==> src/rtl/alu_op_sequencer_if.sv <==
`default_nettype none
// ============================================================================
// Module   : alu_op_sequencer_if
// Brief    : Request/response handshakes plus the nbitalu drive/sample lines.
// Revision : 1.0 - initial release
// ============================================================================
interface alu_op_sequencer_if #(
    parameter int N = 32
);
    logic         req_valid;
    logic         req_ready;
    logic [2:0]   req_op;
    logic [N-1:0] req_a;
    logic [N-1:0] req_b;
    logic         rsp_valid;
    logic         rsp_ready;
    logic [N-1:0] rsp_result;
    logic         rsp_zero;
    logic         rsp_carry;
    logic         rsp_ovf;
    logic         rsp_err;
    logic [N-1:0] alu_a;
    logic [N-1:0] alu_b;
    logic         alu_ainv;
    logic         alu_binv;
    logic         alu_cin;
    logic [1:0]   alu_select;
    logic [N-1:0] alu_result;
    logic         alu_cout;

    modport slave (
        input  req_valid, req_op, req_a, req_b, rsp_ready, alu_result, alu_cout,
        output req_ready, rsp_valid, rsp_result, rsp_zero, rsp_carry, rsp_ovf,
               rsp_err, alu_a, alu_b, alu_ainv, alu_binv, alu_cin, alu_select
    );

    modport master (
        output req_valid, req_op, req_a, req_b, rsp_ready, alu_result, alu_cout,
        input  req_ready, rsp_valid, rsp_result, rsp_zero, rsp_carry, rsp_ovf,
               rsp_err, alu_a, alu_b, alu_ainv, alu_binv, alu_cin, alu_select
    );
endinterface
`default_nettype wire

==> src/rtl/alu_op_sequencer.sv <==
`default_nettype none
// ============================================================================
// Module   : alu_op_sequencer
// Brief    : Decodes requests onto an external nbitalu and returns result/flags;
//            shift-add MUL is built only when ALU_OP_SEQ_MUL_EN is defined.
// Revision : 1.0 - initial release
// ============================================================================
module alu_op_sequencer #(
    parameter int N = 32
) (
    input  wire logic          clk,
    input  wire logic          rst_n,
    alu_op_sequencer_if.slave  bus
);
    localparam logic [1:0] c_st_idle = 2'd0;
    localparam logic [1:0] c_st_exec = 2'd1;
    localparam logic [1:0] c_st_mul  = 2'd2;
    localparam logic [1:0] c_st_resp = 2'd3;

    localparam logic [2:0] c_op_and = 3'b000;
    localparam logic [2:0] c_op_or  = 3'b001;
    localparam logic [2:0] c_op_add = 3'b010;
    localparam logic [2:0] c_op_sub = 3'b011;
    localparam logic [2:0] c_op_slt = 3'b100;
    localparam logic [2:0] c_op_nor = 3'b101;
    localparam logic [2:0] c_op_mul = 3'b110;

    logic [1:0]   r_state;
    logic [1:0]   w_state_nxt;
    logic [2:0]   r_op;
    logic [N-1:0] r_a;
    logic [N-1:0] r_b;
    logic [N-1:0] r_result;
    logic         r_zero;
    logic         r_carry;
    logic         r_ovf;
    logic         r_err;

    logic [N-1:0] w_alu_a;
    logic [N-1:0] w_alu_b;
    logic         w_ainv;
    logic         w_binv;
    logic         w_cin;
    logic [1:0]   w_sel;
    logic         w_err;
    logic         w_req_mul;
    logic         w_mul_last;
    logic         w_accept;

    logic [N-1:0] w_res;
    logic         w_carry;
    logic         w_ovf;
    logic         w_ovf_add;
    logic         w_ovf_sub;

`ifdef ALU_OP_SEQ_MUL_EN
    localparam int         CW         = $clog2(N);
    localparam logic [CW-1:0] c_cnt_last = CW'(N - 1);
    localparam logic [CW-1:0] c_cnt_one  = CW'(1);

    logic [N-1:0]  r_p;
    logic [N-1:0]  r_m;
    logic [N-1:0]  r_q;
    logic [CW-1:0] r_cnt;
    logic [N-1:0]  w_p_nxt;

    assign w_req_mul  = (bus.req_op == c_op_mul);
    assign w_mul_last = (r_cnt == c_cnt_last);
    assign w_p_nxt    = r_q[0] ? bus.alu_result : r_p;
`else
    assign w_req_mul  = 1'b0;
    assign w_mul_last = 1'b0;
`endif

    assign w_accept = (r_state == c_st_idle) && bus.req_valid;

    always_ff @(posedge clk) begin
        if (!rst_n) begin
            r_state <= c_st_idle;
        end else begin
            r_state <= w_state_nxt;
        end
    end

    always_comb begin
        w_state_nxt = r_state;
        w_alu_a     = '0;
        w_alu_b     = '0;
        w_ainv      = 1'b0;
        w_binv      = 1'b0;
        w_cin       = 1'b0;
        w_sel       = 2'b00;
        w_err       = 1'b0;
        case (r_state)
            c_st_idle: begin
                if (bus.req_valid) begin
                    w_state_nxt = w_req_mul ? c_st_mul : c_st_exec;
                end
            end
            c_st_exec: begin
                w_alu_a     = r_a;
                w_alu_b     = r_b;
                w_state_nxt = c_st_resp;
                case (r_op)
                    c_op_and: w_sel = 2'b00;
                    c_op_or:  w_sel = 2'b01;
                    c_op_add: w_sel = 2'b10;
                    c_op_sub, c_op_slt: begin
                        w_binv = 1'b1;
                        w_cin  = 1'b1;
                        w_sel  = 2'b10;
                    end
                    c_op_nor: begin
                        w_ainv = 1'b1;
                        w_binv = 1'b1;
                    end
                    default: begin
                        // Unsupported opcode: ALU sees idle controls and zero operands.
                        w_err   = 1'b1;
                        w_alu_a = '0;
                        w_alu_b = '0;
                    end
                endcase
            end
`ifdef ALU_OP_SEQ_MUL_EN
            c_st_mul: begin
                w_alu_a = r_p;
                w_alu_b = r_m;
                w_sel   = 2'b10;
                if (w_mul_last) begin
                    w_state_nxt = c_st_resp;
                end
            end
`endif
            c_st_resp: begin
                if (bus.rsp_ready) begin
                    w_state_nxt = c_st_idle;
                end
            end
            default: w_state_nxt = c_st_idle;
        endcase
    end

    // Overflow is judged against the captured operands, not the inverted ALU inputs.
    assign w_ovf_add = (r_a[N-1] == r_b[N-1]) && (bus.alu_result[N-1] != r_a[N-1]);
    assign w_ovf_sub = (r_a[N-1] != r_b[N-1]) && (bus.alu_result[N-1] != r_a[N-1]);

    always_comb begin
        w_res   = bus.alu_result;
        w_carry = 1'b0;
        w_ovf   = 1'b0;
        case (r_op)
            c_op_add: begin
                w_carry = bus.alu_cout;
                w_ovf   = w_ovf_add;
            end
            c_op_sub: begin
                w_carry = bus.alu_cout;
                w_ovf   = w_ovf_sub;
            end
            c_op_slt: begin
                w_res   = {{(N-1){1'b0}}, bus.alu_result[N-1] ^ w_ovf_sub};
                w_carry = bus.alu_cout;
                w_ovf   = w_ovf_sub;
            end
            c_op_and, c_op_or, c_op_nor: w_res = bus.alu_result;
            default: w_res = '0;
        endcase
    end

    always_ff @(posedge clk) begin
        if (!rst_n) begin
            r_op     <= '0;
            r_a      <= '0;
            r_b      <= '0;
            r_result <= '0;
            r_zero   <= 1'b0;
            r_carry  <= 1'b0;
            r_ovf    <= 1'b0;
            r_err    <= 1'b0;
        end else begin
            if (w_accept) begin
                r_op <= bus.req_op;
                r_a  <= bus.req_a;
                r_b  <= bus.req_b;
            end
            if (r_state == c_st_exec) begin
                r_result <= w_err ? '0 : w_res;
                r_zero   <= w_err ? 1'b1 : (w_res == '0);
                r_carry  <= w_err ? 1'b0 : w_carry;
                r_ovf    <= w_err ? 1'b0 : w_ovf;
                r_err    <= w_err;
            end
`ifdef ALU_OP_SEQ_MUL_EN
            if ((r_state == c_st_mul) && w_mul_last) begin
                r_result <= w_p_nxt;
                r_zero   <= (w_p_nxt == '0);
                r_carry  <= 1'b0;
                r_ovf    <= 1'b0;
                r_err    <= 1'b0;
            end
`endif
        end
    end

`ifdef ALU_OP_SEQ_MUL_EN
    always_ff @(posedge clk) begin
        if (!rst_n) begin
            r_p   <= '0;
            r_m   <= '0;
            r_q   <= '0;
            r_cnt <= '0;
        end else if (w_accept) begin
            r_p   <= '0;
            r_m   <= bus.req_a;
            r_q   <= bus.req_b;
            r_cnt <= '0;
        end else if (r_state == c_st_mul) begin
            r_p   <= w_p_nxt;
            r_m   <= r_m << 1;
            r_q   <= r_q >> 1;
            r_cnt <= r_cnt + c_cnt_one;
        end
    end
`endif

    assign bus.req_ready  = (r_state == c_st_idle);
    assign bus.rsp_valid  = (r_state == c_st_resp);
    assign bus.rsp_result = r_result;
    assign bus.rsp_zero   = r_zero;
    assign bus.rsp_carry  = r_carry;
    assign bus.rsp_ovf    = r_ovf;
    assign bus.rsp_err    = r_err;
    assign bus.alu_a      = w_alu_a;
    assign bus.alu_b      = w_alu_b;
    assign bus.alu_ainv   = w_ainv;
    assign bus.alu_binv   = w_binv;
    assign bus.alu_cin    = w_cin;
    assign bus.alu_select = w_sel;
endmodule
`default_nettype wire

==> src/flat_wrapper.sv <==
// flat-port wrapper written by rule: the top's interface ports become plain ports
module alu_op_sequencer_flat 
#(
    parameter int N = 32
)
  (clk, rst_n, bus_req_valid, bus_req_op, bus_req_a, bus_req_b, bus_rsp_ready, bus_alu_result, bus_alu_cout, bus_req_ready, bus_rsp_valid, bus_rsp_result, bus_rsp_zero, bus_rsp_carry, bus_rsp_ovf, bus_rsp_err, bus_alu_a, bus_alu_b, bus_alu_ainv, bus_alu_binv, bus_alu_cin, bus_alu_select);
  alu_op_sequencer_if #(.N(N)) bus_i ();
  input  wire logic clk;
  input  wire logic rst_n;
  input wire logic [$bits(bus_i.req_valid)-1:0] bus_req_valid;
  input wire logic [$bits(bus_i.req_op)-1:0] bus_req_op;
  input wire logic [$bits(bus_i.req_a)-1:0] bus_req_a;
  input wire logic [$bits(bus_i.req_b)-1:0] bus_req_b;
  input wire logic [$bits(bus_i.rsp_ready)-1:0] bus_rsp_ready;
  input wire logic [$bits(bus_i.alu_result)-1:0] bus_alu_result;
  input wire logic [$bits(bus_i.alu_cout)-1:0] bus_alu_cout;
  output wire logic [$bits(bus_i.req_ready)-1:0] bus_req_ready;
  output wire logic [$bits(bus_i.rsp_valid)-1:0] bus_rsp_valid;
  output wire logic [$bits(bus_i.rsp_result)-1:0] bus_rsp_result;
  output wire logic [$bits(bus_i.rsp_zero)-1:0] bus_rsp_zero;
  output wire logic [$bits(bus_i.rsp_carry)-1:0] bus_rsp_carry;
  output wire logic [$bits(bus_i.rsp_ovf)-1:0] bus_rsp_ovf;
  output wire logic [$bits(bus_i.rsp_err)-1:0] bus_rsp_err;
  output wire logic [$bits(bus_i.alu_a)-1:0] bus_alu_a;
  output wire logic [$bits(bus_i.alu_b)-1:0] bus_alu_b;
  output wire logic [$bits(bus_i.alu_ainv)-1:0] bus_alu_ainv;
  output wire logic [$bits(bus_i.alu_binv)-1:0] bus_alu_binv;
  output wire logic [$bits(bus_i.alu_cin)-1:0] bus_alu_cin;
  output wire logic [$bits(bus_i.alu_select)-1:0] bus_alu_select;
  assign bus_i.req_valid = bus_req_valid;
  assign bus_i.req_op = bus_req_op;
  assign bus_i.req_a = bus_req_a;
  assign bus_i.req_b = bus_req_b;
  assign bus_i.rsp_ready = bus_rsp_ready;
  assign bus_i.alu_result = bus_alu_result;
  assign bus_i.alu_cout = bus_alu_cout;
  assign bus_req_ready = bus_i.req_ready;
  assign bus_rsp_valid = bus_i.rsp_valid;
  assign bus_rsp_result = bus_i.rsp_result;
  assign bus_rsp_zero = bus_i.rsp_zero;
  assign bus_rsp_carry = bus_i.rsp_carry;
  assign bus_rsp_ovf = bus_i.rsp_ovf;
  assign bus_rsp_err = bus_i.rsp_err;
  assign bus_alu_a = bus_i.alu_a;
  assign bus_alu_b = bus_i.alu_b;
  assign bus_alu_ainv = bus_i.alu_ainv;
  assign bus_alu_binv = bus_i.alu_binv;
  assign bus_alu_cin = bus_i.alu_cin;
  assign bus_alu_select = bus_i.alu_select;
  alu_op_sequencer #(.N(N)) u_core (.clk(clk), .rst_n(rst_n), .bus(bus_i));
endmodule
==> config.mk <==
export PLATFORM = sky130hd
export DESIGN_NAME = alu_op_sequencer_flat
export DESIGN_NICKNAME = d
export VERILOG_FILES = /design/src/rtl/alu_op_sequencer_if.sv /design/src/rtl/alu_op_sequencer.sv /design/src/flat_wrapper.sv
export SDC_FILE = /design/constraint.sdc
export NUM_CORES = 1
export LEC_CHECK = 0
export CELL_PAD_IN_SITES_DETAIL_PLACEMENT = 2
export CELL_PAD_IN_SITES_GLOBAL_PLACEMENT = 2
export CORE_MARGIN = 1
export CORE_UTILIZATION = 23
export DETAILED_ROUTE_END_ITERATION = 6
export MAX_ROUTING_LAYER = met4
export PLACE_DENSITY_LB_ADDON = 0.1
export SETUP_SLACK_MARGIN = 0.4
export SLEW_MARGIN = 30
export SYNTH_ARGS = -nofsm -noshare
export SYNTH_HDL_FRONTEND = slang
export SYNTH_SLANG_ARGS = --single-unit
==> constraint.sdc <==
create_clock -name clk -period 1.7 [get_ports clk]
set_clock_uncertainty 0.1 [all_clocks]
set_input_delay 0.34 -clock clk [delete_from_list [all_inputs] [get_ports clk]]
set_output_delay 0.34 -clock clk [all_outputs]
set_load 0.05 [all_outputs]
==> results of run 1 <==
[final timing paths]
check                                                   end  slack (ps)                           start
worst max-delay path                          bus_alu_a[20]        -360  u_core.r_state[1]$_SDFFE_PN0P_
worst min-delay path             u_core.r_a[2]$_SDFFE_PN0P_         360      u_core.r_a[2]$_SDFFE_PN0P_
worst max register to register  u_core.r_a[26]$_SDFFE_PN0P_        -180  u_core.r_state[1]$_SDFFE_PN0P_
worst min register to register   u_core.r_a[2]$_SDFFE_PN0P_         360      u_core.r_a[2]$_SDFFE_PN0P_
[state kept, by name (all words and copies together), names as in the netlist]
name and count:
u_core.bus.rsp_carry 1, u_core.r_state 2, u_core.bus.rsp_result 32, u_core.r_a 32, u_core.r_op 3, u_core.bus.rsp_ovf 1, u_core.bus.rsp_err 1, u_core.bus.rsp_zero 1
u_core.r_b 32
[where the power goes]
group          switching, mW  total [mW]  leakage [nW]  internal [mW]
clock network           1.03        2.37         0.152           1.33
registers              0.166        2.81         0.878           2.65
logic                   1.56        3.13          3.26           1.57
[stage by stage]
| stage | hold slack [ps] | TNS, ps |
|---|---|---|
| 2_1_floorplan | 330 | -667 |
| 3_3_place_gp | 335 | -2220 |
| 3_5_place_dp | 350 | -4450 |
| 4_1_cts | 362 | -22690 |
| 5_1_grt | 384 | -40140 |
| 6_report | 357 | -30470 |
[synth_stat cells, types with 2 or more instances]
library cell | number | share of area
nand2_1 | 139 | 0.11
dfxtp_1 | 105 | 0.45
and2_1 | 69 | 0.092
a21boi_0 | 37 | 0.059
nor2b_1 | 33 | 0.044
a31oi_1 | 31 | 0.041
a21boi_1 | 30 | 0.048
and2_0 | 26 | 0.034
buf_2 | 17 | 0.018
clkbuf_1 | 13 | 0.010
nor4_1 | 8 | 0.011
buf_4 | 5 | 0.0080
nor2_1 | 5 | 0.0040
buf_6 | 4 | 0.0096
nand3_1 | 4 | 0.0042
a21oi_1 | 3 | 0.0032
inv_1 | 3 | 0.0024
and3_1 | 2 | 0.0027
buf_1 | 2 | 0.0016
nand2b_1 | 2 | 0.0027
nand4_1 | 2 | 0.0027
o21ai_2 | 2 | 0.0037
[per-layer routing]
metal / wire [um] / vias to the layer above / GRT usage / part of all wire
met5: 0 / - / - / 0
met4: 291 / 0 / 0.0600 / 0.011
met3: 1170 / 22 / 0.0509 / 0.046
met2: 14000 / 141 / 0.385 / 0.55
met1: 9970 / 2549 / 0.235 / 0.39
li1: - / 2390 / - / -
[final cells by class]
type | count | area (sq um) | area share
well taps | 270 | 338 | 0.0310
flip-flops and latches | 105 | 2160 | 0.198
clock inverters | 4 | 76.3 | 0.00701
clock buffers | 11 | 243 | 0.0223
repair buffers | 295 | 4320 | 0.396
multi-input cells | 409 | 3740 | 0.343
inverters | 4 | 20.0 | 0.00184
[kinds of logic after synthesis]
| group | synth area share |
|---|---|
| AOI/OAI and AO/OA | 0.174 |
| DFF | 0.446 |
| buffers and inverters | 0.0608 |
| and+or+nand+nor | 0.314 |
| adders and majority gates | 0.00212 |
| xor gates and xnor gates | 0.00372 |
[critical path, delay by kind of cell, from the launching register on]
kind	cells	cell delay [ps]
compound gates	1	150
buf+inv	3	450
flops	1	330
simple gates	2	320
[repair_timing]
item / CTS / global route
buffers inserted: 15 / 19
setup endpoints to repair: 210 / 210
pin swaps: 19 / 145
cloned: 17 / 8
gates resized for setup: 126 / 357
==> summary.md, run 1 <==
| Metric | Value |
|---|---|
| Status | `finished, violations left` |
| Failing checks | `setup timing` |
| Final Critical Period | `2060 ps` |
| Critical path's slowest cell | `dfxtp_2` |
| H-tree depth | `3` |
| Cell Area, Synth | `4720 sq um` |
| Tightest Pin Transition | `397 ps` |
| Leakage | `4.29 nW` |
| Sequential fraction of the synthesis area | `0.446` |
| Most used cell, CP | `buf_12` |
| DR WL/cell | `23.2 um` |
| Critical Path Source Type | `flip-flop` |
| DP HPWL | `12800 um` |
| Avg Cell Area, Syn | `8.39 sq um` |
| Mapped Cells | `562` |
| Finished Cell Area | `10900 sq um` |
| Skew-Pair Late Insertion Delay | `350 ps` |
| I/O pin count | `211` |
| PwrDens | `763 nW/um^2` |
| RSZ-0062 raised after global routing | `true` |
| Post-synth EDFFs | `0` |
| Hold-fix buffers, CTS | `0` |
| Die area | `21100 sq um` |
| Vias in the first global route | `5576` |
| # diodes | `0` |
| Crit Path Category | `reg2out` |
| Post-Syn Nets | `666` |
| Crit share post-route | `1.21` |
| Max_slew headroom | `0.733` |
| Synthesis warning total | `0` |
| First-pass GRT wire length | `33300 um` |
| PnR worst setup slack | `-357 ps` |
| Clock Tree Root | `clkbuf_16` |
| Async SR Flop Fraction | `0` |
| Iter 0 DRT Violations | `133` |
| Max-cap violations | `0` |
| FP Rows | `52` |
| TritonRoute pass-1 iters | `4` |
| Ratio of cells with drive above 1 in the final layout | `0.594` |
| Inst Count DP | `1024` |
| FILL cells | `1894` |
| Port Buffer Count | `210` |
| Antenna violations before repair | `0` |
| Top FF cell, synth | `dfxtp_1` |
| Total power | `8.31 mW` |
| Most common cell after layout, fill and taps aside | `clkdlybuf4s50_1` |
| Die X | `145 um` |
| Pins Over Slew Limit | `0` |
| Final hold violation count | `0` |
| Yosys cell types | `42` |
| Most frequent cells in the layout | `clkdlybuf4s50_1 (99), buf_12 (86), nand2_1 (65)` |
| Chip height | `145 um` |
| Setup Viol. Count Final | `171` |
| Max Fanout on Critical Path | `13` |
| Residual DRC | `0` |
| Final cell count without fillers | `1098` |
| HP Class | `reg2reg` |
| Final core utilization | `0.540` |
| CP Cell Sequence | `nand2b_4 > a21oi_4 > buf_6 > buf_12 > and2_4 > buf_12` |
| Critical Path Max Stage Delay | `330 ps` |
| Worst Path Required | `1260 ps` |
| Area grow syn2layout | `131%` |
| Final nets | `928` |
| Hold Path Depth | `2` |
| Worst EP arrival | `1620 ps` |
| Setup crit end kind | `primary output` |
| CTS tree | `yes` |
| Via count | `5102` |
| Gr ovfl total | `0` |
| Maximum VDD drop | `0.582 mV` |
| Core ar. | `20200 sq um` |
| Pre-CTS WS | `-362 ps` |
| Yosys reg bits | `105` |
| Routed Antenna Nets | `0` |
| Routed WL | `25400 um` |
| Reg2Reg Depth | `10` |
| Placed Area | `7990 sq um` |
| CTS Sinks | `105` |
| Gpl congestion | `0.821` |
| Via/cell ratio | `4.65` |
| Fmax | `486 MHz` |
| Total CTS buffers | `9` |
| Clock slew at reported path FFs | `70 ps` |
| Largest net degree at the start of global routing | `72` |
| All-Layer GR Usage | `0.215` |
| Initial Util | `0.234` |
| Longest Clk Path Bufs | `2` |
Power figures use the tool's default switching activity.
==> run 2: changes to the inputs <==
Settings changed: ABC_AREA set to 1, CORE_UTILIZATION 23 to 21, RECOVER_POWER set to 25.
==> run 2 against run 1 <==
The flow still finishes with violations (setup timing). Global-route usage rose by 2.4 points. Sequential share of layout area fell by 0.78 points. Utilization rose by 1.7 points. Combinational power rose by 40%. Worst setup slack got worse by 65 ps. Sequential cell count did not move. Cell count rose by 5.0%. Total power rose by 14%. First-iteration DRC count rose by 0.75%.
==> summary.md, run 2 <==
| Metric | Value |
|---|---|
| Status | `finished, violations left` |
| Failing checks | `setup timing` |
| Clock Tree Root | `clkbuf_16` |
| Residual DRC | `0` |
| Via/cell ratio | `4.63` |
| Leakage | `4.14 nW` |
| Post-Syn Nets | `692` |
| Max_slew headroom | `0.370` |
| Setup crit end kind | `primary output` |
| Die X | `146 um` |
| Antenna violations before repair | `0` |
| DR WL/cell | `23.7 um` |
| Core ar. | `20400 sq um` |
| Placed Area | `8160 sq um` |
| Skew-Pair Late Insertion Delay | `360 ps` |
| Initial Util | `0.215` |
| Critical Path Source Type | `flip-flop` |
| Ratio of cells with drive above 1 in the final layout | `0.621` |
| Finished Cell Area | `11400 sq um` |
| Multi-input gate area | `3450 sq um` |
| Max Fanout on Critical Path | `8` |
| Final core utilization | `0.558` |
| Cell Area, Synth | `4380 sq um` |
| Mapped Cells | `588` |
| Avg Cell Area, Syn | `7.45 sq um` |
| # diodes | `0` |
| Gpl congestion | `0.731` |
| Longest Clk Path Bufs | `2` |
| I/O pin count | `211` |
| Top cell type's share of synthesized area | `0.480` |
| Final Critical Period | `2120 ps` |
| Pins Over Slew Limit | `0` |
| Setup Viol. Count Final | `140` |
| Tightest Pin Transition | `945 ps` |
| Total CTS buffers | `9` |
| Hold-fix buffers, CTS | `0` |
| DP HPWL | `13100 um` |
| TritonRoute pass-1 iters | `4` |
| HP Class | `reg2reg` |
| Chip height | `146 um` |
| PnR worst setup slack | `-421 ps` |
| Area contributors post-synth | `dfxtp_1 (48%), a21oi_1 (12%), o21ai_0 (12%)` |
| Sequential fraction of the synthesis area | `0.480` |
| Via count | `5338` |
| Area grow syn2layout | `159%` |
| Clock slew at reported path FFs | `80 ps` |
| Maximum VDD drop | `0.519 mV` |
| First-pass GRT wire length | `37700 um` |
| Yosys cell types | `24` |
| RSZ-0062 raised after global routing | `true` |
| Final hold violation count | `0` |
| Port Buffer Count | `210` |
| Die area | `21400 sq um` |
| Hold_ws | `391 ps` |
| Most frequent cells in the layout | `clkdlybuf4s50_1 (102), buf_12 (97), a21oi_2 (70)` |
| Total power | `9.51 mW` |
| PwrDens | `838 nW/um^2` |
| H-tree depth | `3` |
| Register area | `2160 sq um` |
| Largest net degree at the start of global routing | `59` |
| Worst EP arrival | `1680 ps` |
| Area leader, netlist | `dfxtp_1` |
| CTS Sinks | `105` |
| Fmax | `471 MHz` |
| Post-synth EDFFs | `0` |
| FILL cells | `1900` |
| Top FF cell, synth | `dfxtp_1` |
| Crit share post-route | `1.25` |
| Async SR Flop Fraction | `0` |
| Vias in the first global route | `6199` |
| Iter 0 DRT Violations | `134` |
| CTS tree | `yes` |
| Crit Path Category | `reg2out` |
| FP Rows | `52` |
| Most frequent cells after synthesis | `dfxtp_1 (105), nor2_1 (105), a21oi_1 (104)` |
| Final nets | `982` |
| Yosys reg bits | `105` |
| Routed Antenna Nets | `0` |
| Gr ovfl total | `0` |
| All-Layer GR Usage | `0.239` |
| Synthesis warning total | `0` |
| Sum Neg Setup Slack | `-31960 ps` |
| Routed WL | `27400 um` |
| Worst Path Required | `1260 ps` |
| Max-cap violations | `0` |
| Most common cell after layout, fill and taps aside | `clkdlybuf4s50_1` |
-- run 2: cell count changes after synthesis, moves of 11 or more --
cell / before / now
nand2_1: 139 / 26
o21ai_0: 1 / 103
a21oi_1: 3 / 104
nor2_1: 5 / 105
and2_1: 69 / 0
inv_1: 3 / 69
a21boi_0: 37 / 0
nor2b_1: 33 / 0
a31oi_1: 31 / 0
a21boi_1: 30 / 0
and2_0: 26 / 0
buf_2: 17 / 6
-- run 2: worst max-delay path, cell delays in order (launching register included) --
cell and delay (ps):
dfxtp_2 330, inv_2 70, nand2_4 60, inv_4 60, o21ai_4 60, buf_12 130
buf_12 150, buf_12 160, nor2_4 130, buf_12 160
-- run 2: worst paths after layout --
check             slack (ps)                             startpoint  cells after the start                                     to
setup / recovery        -420         u_core.r_state[1]$_SDFFE_PN0P_                      9                          bus_alu_a[29]
hold / removal           390  u_core.bus.rsp_result[0]$_SDFFE_PN0P_                      2  u_core.bus.rsp_result[0]$_SDFFE_PN0P_
setup reg to reg        -200         u_core.r_state[0]$_SDFFE_PN0P_                     11             u_core.r_b[0]$_SDFFE_PN0P_
hold reg to reg          390  u_core.bus.rsp_result[0]$_SDFFE_PN0P_                      2  u_core.bus.rsp_result[0]$_SDFFE_PN0P_
-- run 2: cell type report --
class | count | share of cell area
timing repair buffer | 321 | 0.425
multi-input combinational | 368 | 0.304
clock inverter | 6 | 0.00573
tap | 270 | 0.0298
clock buffer | 10 | 0.0202
inverter | 73 | 0.0248
sequential | 105 | 0.191
-- run 2: metrics by stage --
stage | cells | setup slack (ps)
2_1_floorplan | 588 | 59.0
3_3_place_gp | 1060 | 31.2
3_5_place_dp | 1060 | -13.0
4_1_cts | 1136 | -386
5_1_grt | 1153 | -474
6_report | 1153 | -421
-- run 2: what timing repair did --
item                       in CTS  in global routing
setup endpoints to repair     209                210
resized for setup             376                135
pin swaps                      74                 35
cloned                         24                  1
buffers inserted               36                 16
-- run 2: power by group --
group / internal, mW / switching [mW] / total, mW
Clock: 1.15 / 1.08 / 2.23
Sequential: 2.74 / 0.171 / 2.91
Combinational: 2.04 / 2.34 / 4.38
-- run 2: kinds of logic (layout without fill, tap and decap cells) --
logic type | after synthesis | in the layout | share of synthesized area
buf+inv | 116 | 410 | 0.120
xor+xnor | 1 | 1 | 0.00200
flops | 105 | 105 | 0.480
compound gates | 219 | 219 | 0.261
simple gates | 147 | 148 | 0.137
-- run 2: layer usage --
layer / vias up / track usage / wire [um]
met1: 2664 / 0.258 / 10500
met4: 0 / 0.0797 / 495
met5: - / - / 0
met2: 143 / 0.439 / 15400
met3: 29 / 0.0394 / 958
li1: 2502 / - / -
==> run 3: changes to the inputs <==
Settings changed: CTS_CLUSTER_DIAMETER set to 50, PLACE_DENSITY set to 0.82, PLACE_DENSITY_LB_ADDON 0.1 to not set.
==> run 3 against run 2 <==
The flow still finishes with violations (setup timing). Utilization down 2.0 points. Maximum frequency about the same. Total power down 2.5%. Critical path type unchanged. Wire length up 4.5%. Highest routed layer unchanged. Clock-buffer cell count unchanged. Worst setup slack better by 1.1 ps. Cell count down 0.95%.
==> summary.md, run 3 (synthesis results as in run 2) <==
| Metric | Value |
|---|---|
| Critical Path Source Type | `flip-flop` |
| Setup Viol. Count Final | `83` |
| Most common cell after layout, fill and taps aside | `clkdlybuf4s50_1` |
| Die area | `21400 sq um` |
| Chip height | `146 um` |
| CTS tree | `yes` |
| Longest Clk Path Bufs | `2` |
| Maximum VDD drop | `0.472 mV` |
| RSZ-0062 raised after global routing | `true` |
| Max_slew headroom | `0.583` |
| Crit Path Category | `reg2out` |
| Multi-input gate area | `3400 sq um` |
| Final Critical Period | `2120 ps` |
| PwrDens | `847 nW/um^2` |
| Final hold violation count | `0` |
| Worst hold start | `rst_n` |
| Gr ovfl total | `0` |
| PnR worst setup slack | `-420 ps` |
| Crit share post-route | `1.25` |
| Via count | `5394` |
| Routed Antenna Nets | `0` |
| CTS Sinks | `105` |
| First-pass GRT wire length | `37200 um` |
| Port Buffer Count | `210` |
| Status | `finished, violations left` |
| H-tree depth | `3` |
| Pre-CTS WS | `-85.7 ps` |
| Tightest Pin Transition | `626 ps` |
| Total CTS buffers | `9` |
| All-Layer GR Usage | `0.239` |
| Leakage | `3.98 nW` |
| Vias in the first global route | `6119` |
| Worst Path Required | `1260 ps` |
| Inst Count DP | `1064` |
| Ratio of cells with drive above 1 in the final layout | `0.592` |
| Max Fanout on Critical Path | `7` |
| CP startpoint | `u_core.r_state[1]$_SDFFE_PN0P_` |
| Antenna violations before repair | `1` |
| Gpl congestion | `0.768` |
| Sum Neg Setup Slack | `-26540 ps` |
| Register area | `2170 sq um` |
| Area grow syn2layout | `150%` |
| Initial Util | `0.215` |
| Clock slew at reported path FFs | `80 ps` |
| Fmax | `472 MHz` |
| Residual DRC | `0` |
| Via/cell ratio | `4.72` |
| Clock Tree Root | `clkbuf_16` |
| Iter 0 DRT Violations | `170` |
| HP Class | `in2reg` |
| Max-cap violations | `0` |
| FILL cells | `1913` |
| Largest net degree at the start of global routing | `65` |
| Total power | `9.27 mW` |
| Final core utilization | `0.538` |
| Core ar. | `20400 sq um` |
| Pins Over Slew Limit | `0` |
| TritonRoute pass-1 iters | `4` |
| Most frequent cells in the layout | `clkdlybuf4s50_1 (101), buf_12 (92), nor2_4 (67)` |
| Final cell count without fillers | `1142` |
| Routed WL | `28600 um` |
| FP Rows | `52` |
| DR WL/cell | `25.0 um` |
| I/O pin count | `211` |
| Final nets | `970` |
| Skew-Pair Late Insertion Delay | `360 ps` |
| Die X | `146 um` |
| Worst r2r src | `u_core.r_state[1]$_SDFFE_PN0P_` |
| Failing checks | `setup timing` |
| Setup crit end kind | `primary output` |
| Worst EP arrival | `1680 ps` |
| DP HPWL | `14000 um` |
run 3: changes by cell type in the layout (fill, tap and decap cells not counted), sizes merged:
cell | previous run | this run
clkdlybuf4s50 | 102 | 101
clkbuf | 11 | 13
nand2 | 32 | 35
clkinvlp | 2 | 1
dlygate4sd2 | 0 | 1
diode | 0 | 1
bufinv | 1 | 0
clkinv | 1 | 3
buf | 218 | 201
run 3: cell type report:
class	instances	share of cell area
Timing Repair Buffer	306	0.408
Multi-Input combinational cell	371	0.311
Sequential cell	105	0.198
Tap cell	270	0.0309
Inverter	73	0.0264
Clock buffer	10	0.0218
Clock inverter	6	0.00366
Antenna cell	1	0.000229
run 3: power breakdown:
group          internal (mW)  switching (mW)  leakage (nW)
combinational           1.89            2.33          2.96
sequential              2.73           0.173         0.884
clock                   1.04            1.11         0.139
run 3: metrics by stage:
stage / area, sq um / hold slack, ps
CTS: 10100 / 242
global route: 11000 / 275
floorplan: 5000 / 339
detailed placement: 8160 / 367
global placement: 8160 / 352
finish: 11000 / 265
run 3: path summary, 6_finish.rpt:
kind / depth (start not counted) / slack [ps] / endpoint
setup / recovery: 9 / -420 / bus_alu_a[28]
hold / removal: 3 / 270 / u_core.r_b[17]$_SDFFE_PN0P_
setup reg to reg: 11 / -50 / u_core.bus.rsp_result[20]$_SDFFE_PN0P_
hold reg to reg: 2 / 390 / u_core.bus.rsp_ovf$_SDFFE_PN0P_
run 3: what timing repair did:
action	4_1_cts	5_1_grt
endpoints found under the setup margin	210	210
hold buffers	0	0
cloned	22	3
setup buffers	18	18
pin swaps	66	24
resized for setup	334	139
run 3: layer usage:
metal  up-vias  track usage  share of wire
met1      2702        0.238           0.35
met4         0       0.0880          0.027
met2       179        0.452           0.57
met5         -            -              0
li1       2472            -              -
met3        41       0.0509          0.046
run 3: critical path, stage by stage, from the launching register on:
cell and delay (ps):
dfxtp_2 330, inv_2 80, nand2_4 60, inv_4 60
o21ai_4 70, buf_12 150, buf_12 150, buf_12 150
nor2_4 130, buf_12 150
